### src/rtl/icap_reboot_sequencer.sv
// Drives the Spartan-6 ICAP with an IPROG command stream after a reboot strobe,
// so the FPGA reloads a core from SPI flash at a runtime-selected address.
module icap_reboot_sequencer #(
    parameter logic [23:0] GOLDEN_ADDR = 24'h000000,
    parameter logic [7:0]  SPI_OPCODE  = 8'h0B,
    parameter int          PRE_DELAY   = 16,
    parameter bit          BITSWAP     = 1'b1
) (
    input  logic        clk,
    input  logic        rst,
    input  logic        reboot,
    input  logic [23:0] boot_addr,
    output logic        icap_ce_n,
    output logic        icap_we_n,
    output logic [15:0] icap_din,
    output logic        busy
);

    localparam logic [1:0] ST_IDLE = 2'd0;
    localparam logic [1:0] ST_WAIT = 2'd1;
    localparam logic [1:0] ST_SEND = 2'd2;
    localparam logic [1:0] ST_DONE = 2'd3;

    localparam logic [15:0] DELAY_LOAD = 16'(PRE_DELAY - 1);
    localparam logic [3:0]  LAST_WORD  = 4'd13;

    logic [1:0]  state;
    logic [15:0] delay_cnt;
    logic [3:0]  word_idx;
    logic [23:0] addr_q;
    logic [15:0] word_raw;
    logic [15:0] word_out;

    function automatic logic [7:0] bitrev8(input logic [7:0] b);
        logic [7:0] r;
        for (int i = 0; i < 8; i++) begin
            r[i] = b[7 - i];
        end
        return r;
    endfunction

    // IPROG sequence: sync, WBSTAR/GENERAL1-4 load, then the IPROG command
    always_comb begin
        word_raw = 16'hFFFF;
        case (word_idx)
            4'd0:    word_raw = 16'hFFFF;
            4'd1:    word_raw = 16'hAA99;
            4'd2:    word_raw = 16'h5566;
            4'd3:    word_raw = 16'h3261;
            4'd4:    word_raw = addr_q[15:0];
            4'd5:    word_raw = 16'h3281;
            4'd6:    word_raw = {SPI_OPCODE, addr_q[23:16]};
            4'd7:    word_raw = 16'h32A1;
            4'd8:    word_raw = GOLDEN_ADDR[15:0];
            4'd9:    word_raw = 16'h32C1;
            4'd10:   word_raw = {SPI_OPCODE, GOLDEN_ADDR[23:16]};
            4'd11:   word_raw = 16'h30A1;
            4'd12:   word_raw = 16'h000E;
            4'd13:   word_raw = 16'h2000;
            default: word_raw = 16'hFFFF;
        endcase
    end

    always_comb begin
        word_out = word_raw;
        if (BITSWAP) begin
            word_out = {bitrev8(word_raw[15:8]), bitrev8(word_raw[7:0])};
        end
    end

    // One-shot sequencer: once triggered it only leaves DONE through reset
    always_ff @(posedge clk) begin
        if (rst) begin
            state     <= ST_IDLE;
            delay_cnt <= 16'd0;
            word_idx  <= 4'd0;
            addr_q    <= 24'd0;
            icap_ce_n <= 1'b1;
            icap_we_n <= 1'b1;
            icap_din  <= 16'hFFFF;
            busy      <= 1'b0;
        end else begin
            case (state)
                ST_IDLE: begin
                    if (reboot) begin
                        addr_q    <= boot_addr;
                        delay_cnt <= DELAY_LOAD;
                        busy      <= 1'b1;
                        state     <= ST_WAIT;
                    end
                end
                ST_WAIT: begin
                    if (delay_cnt == 16'd0) begin
                        word_idx <= 4'd0;
                        state    <= ST_SEND;
                    end else begin
                        delay_cnt <= delay_cnt - 16'd1;
                    end
                end
                ST_SEND: begin
                    icap_ce_n <= 1'b0;
                    icap_we_n <= 1'b0;
                    icap_din  <= word_out;
                    if (word_idx == LAST_WORD) begin
                        state <= ST_DONE;
                    end else begin
                        word_idx <= word_idx + 4'd1;
                    end
                end
                ST_DONE: begin
                    icap_ce_n <= 1'b1;
                    icap_we_n <= 1'b1;
                    icap_din  <= 16'hFFFF;
                end
                default: begin
                    state <= ST_IDLE;
                end
            endcase
        end
    end

endmodule
### config.mk
export PLATFORM = sky130hd
export DESIGN_NAME = icap_reboot_sequencer
export DESIGN_NICKNAME = d
export VERILOG_FILES = /design/src/rtl/icap_reboot_sequencer.sv
export SDC_FILE = /design/constraint.sdc
export NUM_CORES = 1
export LEC_CHECK = 0
export CORE_MARGIN = 2
export CORE_UTILIZATION = 30
export DETAILED_ROUTE_END_ITERATION = 7
export SYNTH_ARGS = -nofsm -noshare
export SYNTH_HDL_FRONTEND = slang
export SYNTH_SLANG_ARGS = --single-unit
export TNS_END_PERCENT = 10
### constraint.sdc
create_clock -name clk -period 2.3 [get_ports clk]
set_input_delay 0.69 -clock clk [delete_from_list [all_inputs] [get_ports clk]]
set_output_delay 0.69 -clock clk [all_outputs]
set_load 0.02 [all_outputs]
Word level (Yosys, flattened, before mapping)
Index checks and enable logic that the tools add are counted.
{ "classes": {"addsub": 2, "eq_ne": 21, "mux": 13, "n_reduce_logical": 10} }
{ "ops": {"columns": ["cell", "count"], "rows": [
  ["$pmux 16 s13", 1],
  ["$pmux 16 s2", 2],
  ["$mux 16", 2],
  ["$eq 4x4->1 const B", 6],
  ["$eq 4x3->1 const B", 4],
  ["$logic_not 16->1", 1],
  ["$sub 16x1->16 const B", 1],
  ["$ne 2x2->1 const B", 5],
  ["$eq 4x2->1 const B", 2],
  ["$mux 4", 2],
  ["$pmux 4 s2", 1],
  ["$mux 2", 3],
  ["$pmux 2 s3", 1],
  ["$reduce_and 3->1", 2],
  ["$reduce_bool 2->1", 3],
  ["$add 4x1->4 const B", 1],
  ["$eq 2x2->1 const B", 2],
  ["$eq 4x1->1 const B", 1],
  ["$reduce_and 4->1", 1],
  ["$reduce_bool 3->1", 1],
  ["$eq 2x1->1 const B", 1],
  ["$logic_not 2->1", 1],
  ["$pmux 1 s2", 1],
  ["$reduce_and 2->1", 1]
]} }
{ "word_totals": {"reg_bits": 64, "in_bits": 27, "word_cells": 53} }

Depth between registers and ports, before layout
Gate-level depths: netlist of run 1.
{ "depth": {"depth_word": 3, "ltp_mapped": 7} }

Worst setup path after synthesis of run 1
Ideal clock, no wire load.
{ "synth_timing": {"path_kind": "register to register", "from": "reg delay_cnt[0]", "to": "reg delay_cnt[10]", "setup_ps": 71, "t_arrival_ps": 2037, "path_slack_ps": 191, "path_stages_with_launch": 7, "n_path_buf": 0, "synth_period_minus_slack_ps": 2109, "cell_sequence": "dfxtp_1 -> inv_1 -> ha_1 -> or4b_4 -> or3_4 -> or4_1 -> a21oi_1"} }
{ "synth_via": {"elab_chain_len": 3, "word_cells_on_any_way": 6, "classes_between": "1 x add/sub; 1 x eq/ne; 2 x mux; 2 x reduce/logical"} }
{ "synth_lines": {"columns": ["element", "line_no", "source"], "rows": [
  ["from (decl)", "28", "logic [15:0] delay_cnt;"],
  ["from (signal assigned)", "97", "delay_cnt <= delay_cnt - 16'd1;"],
  ["$sub 16x1->16 or $logic_not 16->1 (tied branches)", "97, 93", null],
  ["$mux 16 or $ne 2x2->1 (tied branches)", null, null],
  ["$pmux 16 s2 or $reduce_and 3->1 (tied branches)", null, null]
]} }
Parallel ways exist; a longest one is shown, timed or not. The select of a mux whose other input is x is not followed.
A chain may end at the register's enable or synchronous reset.

Final worst setup path of run 1
Same ends and word-level chain as after synthesis.

==> results of run 1 <==
[registers in the layout, summed over array words and instances (netlist names)]
register   cells
addr_q        24
icap_din      16
word_idx       4
state          2
icap_we_n      1
delay_cnt     16
busy           1
[logic make-up (layout without fill, tap and decap cells)]
| family | count (synthesis) | in the layout |
|---|---|---|
| and+or+nand+nor | 153 | 153 |
| buffers and inverters | 37 | 108 |
| DFF | 64 | 64 |
| AOI/OAI and AO/OA | 120 | 120 |
| adders and majority gates | 11 | 11 |
| muxes | 11 | 11 |
[layout by cell type (no fill, tap or decap), types with 7 or more instances in the layout]
cell and n:
o21ai_0 20, nor2_1 19, mux2i_1 9, a21oi_1 42, clkdlybuf4s50_1 45, or3_1 11
o22a_1 9, dfxtp_1 64, ha_1 10, nor4_1 7, buf_4 33, nand2_1 67
inv_1 12, clkbuf_8 10, or4_1 7
[where the power goes]
group	switching [mW]	internal (mW)
combinational	1.33	1.10
clock	0.471	0.755
sequential	0.206	1.33
[worst reg2reg max path, cell delays in order (launching register included)]
cell	delay, ns
dfxtp_1	0.31
inv_1	0.13
ha_4	0.18
or4b_4	0.50
or3_4	0.41
or4_1	0.47
a21oi_1	0.15
[path summary, 6_finish.rpt]
path	start	end	slack, ns	depth (start not counted)
setup / recovery	delay_cnt[0]	delay_cnt[10]	0.09	6
setup reg to reg	delay_cnt[0]	delay_cnt[10]	0.09	6
hold reg to reg	addr_q[1]	addr_q[1]	0.45	2
hold / removal	addr_q[1]	addr_q[1]	0.45	2
[final cells by class]
class	count	area, um^2
clock buffers	10	137.6
clock inverters	6	115.1
fillers	1055	6100
inverters	12	45.04
multi-input cells	295	1829
flip-flops and latches	64	1281
well taps	136	170.2
repair buffers	80	738.2
[cell usage after synthesis, drive strengths merged, types with 2 or more instances]
library cell,instances,share of area (%)
nor4,8,1.7
o32ai,2,0.54
nor2b,3,0.58
o22a,9,2.4
a211oi,5,1.2
or2,3,0.58
a2111oi,2,0.73
ha,11,4.3
dfxtp,64,40
o311ai,2,0.54
o211ai,2,0.46
and3,5,0.97
o31ai,3,0.70
nand4,5,0.97
a311o,2,0.62
clkbuf,22,2.6
a31oi,4,0.77
nor2,19,2.2
inv,12,1.4
a21oi,42,6.5
mux2,2,0.70
buf,3,0.46
nor3b,2,0.46
or3,12,2.5
o21ai,21,3.2
or4,7,1.6
a21boi,3,0.70
nand2,67,7.8
nand2b,4,0.77
o21a,2,0.46
o22ai,3,0.58
mux2i,9,2.8
o32a,6,1.9
nand3,6,0.93
nor3,7,1.2
a22oi,3,0.70
[routing by layer]
| layer | up-vias | GRT usage, % | routed length [um] |
|---|---|---|---|
| met1 | 1436 | 23.15 | 4317 |
| met2 | 90 | 22.19 | 3720 |
| met4 | 0 | 6.044 | 144 |
| li1 | 1582 | - | - |
| met5 | - | 0 | 0 |
| met3 | 15 | 2.603 | 450 |
[repair_timing]
item,4_1_cts,5_1_grt
hold buffers,0,0
hold endpoints to repair,0,0
endpoints found under the setup margin,0,5
gates resized for setup,0,3
==> flow_metrics.tcl, run 1 <==
set metrics [dict create \
    drt_iter0_markers 295 \
    grtUsageTotal_pct 15.58 \
    grt_pass1_wl_um 14260 \
    initial_core_util_pct 31.05 \
    hold_slack_ns 0.4521 \
    dpl-instance-area_um2 4045 \
    cts_num_sinks 64 \
    synth_top_family_by_area "compound AO/OA/AOI/OAI gates" \
    crit_buf_inv 1 \
    synth_mux_area_share_pct 3.482 \
    drv_slew 0 \
    finalCoreUtilization_pct 41.44 \
    relSlewSlack_pct 65.90 \
    drtPass1Iterations 5 \
    p_leak_nw 1.598 \
    placed_cells 587 \
    die_height_um 107.8 \
    final_cell_area_um2 4317 \
    drtAntennaViolNets 0 \
    finalCritPeriodShare_pct 96.18 \
    cts_buffer_depth 2 \
    cp_max_fo 5 \
    insertion_delay_ns 0.35 \
    via_per_inst 5.179 \
    dr_total_vias 3123 \
    syn_area_per_cell_um2 8.168 \
    cts_tree "done" \
    fp-row-count 37 \
    synthArstFlopShare_pct 0 \
    max_freq_mhz 452.1 \
    dieWidth_um 107.8 \
    path_cells "inv_1 -> ha_4 -> or4b_4 -> or3_4 -> or4_1 -> a21oi_1" \
    ys_seq_elements 64 \
    critPathLaunchType "register" \
    post_drt_wl_per_cell_um 14.32 \
    grt_pass1_vias 2855 \
    post-place-ws_ns -0.04968 \
    dieArea_um2 11630 \
    criticalPathCategory "register to register" \
    clk_pin_slew_worst_paths_ns 0.08 \
    grt_max_degree 33 \
    overflow 0 \
    cts_root_buffer "clkbuf_8" \
    synth-compound-area-share_pct 24.53 \
    synth_edf_count 0 \
    timing.final.ws_setup_ns 0.08791 \
    area_growth_pct 33.46 \
    hpwl_um 6428 \
    synthAdderAreaFrac_pct 4.255 \
    crit_family "simple AND/OR/NAND/NOR gates" \
    diodes 0 \
    clock-skew-final_ns 0.01110 \
    numPortBuffers 45 \
    rsz0062_at_grt "no" \
    synth-main-ff-cell "dfxtp_1" \
    powerDensity_nw_per_um2 1202 \
    antenna_found_initial 0 \
    core_area_um2 10420 \
    crit_path_end_kind "register" \
    pin_count 46 \
    totalPowerFinal_mw 5.190 \
    yosysWarnings 0 \
    max_stage_delay_ns 0.50 \
    cts_max_level 3 \
    drive_gt1_share_pct 13.49 \
    nets 500 \
    ir_worst_vdd_mv 0.6800 \
    synth-simple-area-share_pct 23.71 \
    place.gp.congestion 0.8605 \
    cp_data_required_time_ns 2.59 \
    cts_setup_buffers 0 \
    netlist_instances 396 \
    synth_xor_area_share_pct 0 \
    crit_slowest_cell "or4b_4" \
    worst_ep_arrival_time_ns 2.50 \
    netlist-cell-type-count 56 \
    synthesis.nets 434 \
    fin_cells 603 \
    setup-violations-final 0 \
    hold_violations 0 \
    drc 0 \
    wirelength_um 8633 \
    final.min_clock_period_ns 2.212 \
    hold_class "register to register" \
    yosysSeqAreaShare_pct 39.61 \
    cts_made_buffers 9 \
    worstMarginPinSlew_ns 0.5075 \
    setup_tns_ns 0 \
    status "completed" \
    synthesis.area_um2 3234 \
    maxCapViolCount 0 \
]
(Power assumes the default switching activity.)
==> run 2: changes to the inputs <==
ABC_CLOCK_PERIOD_IN_PS = 2300   (was not set)
==> results of run 2 <==
Same layout as run 1: the final DEF is identical, and so are final timing and power.
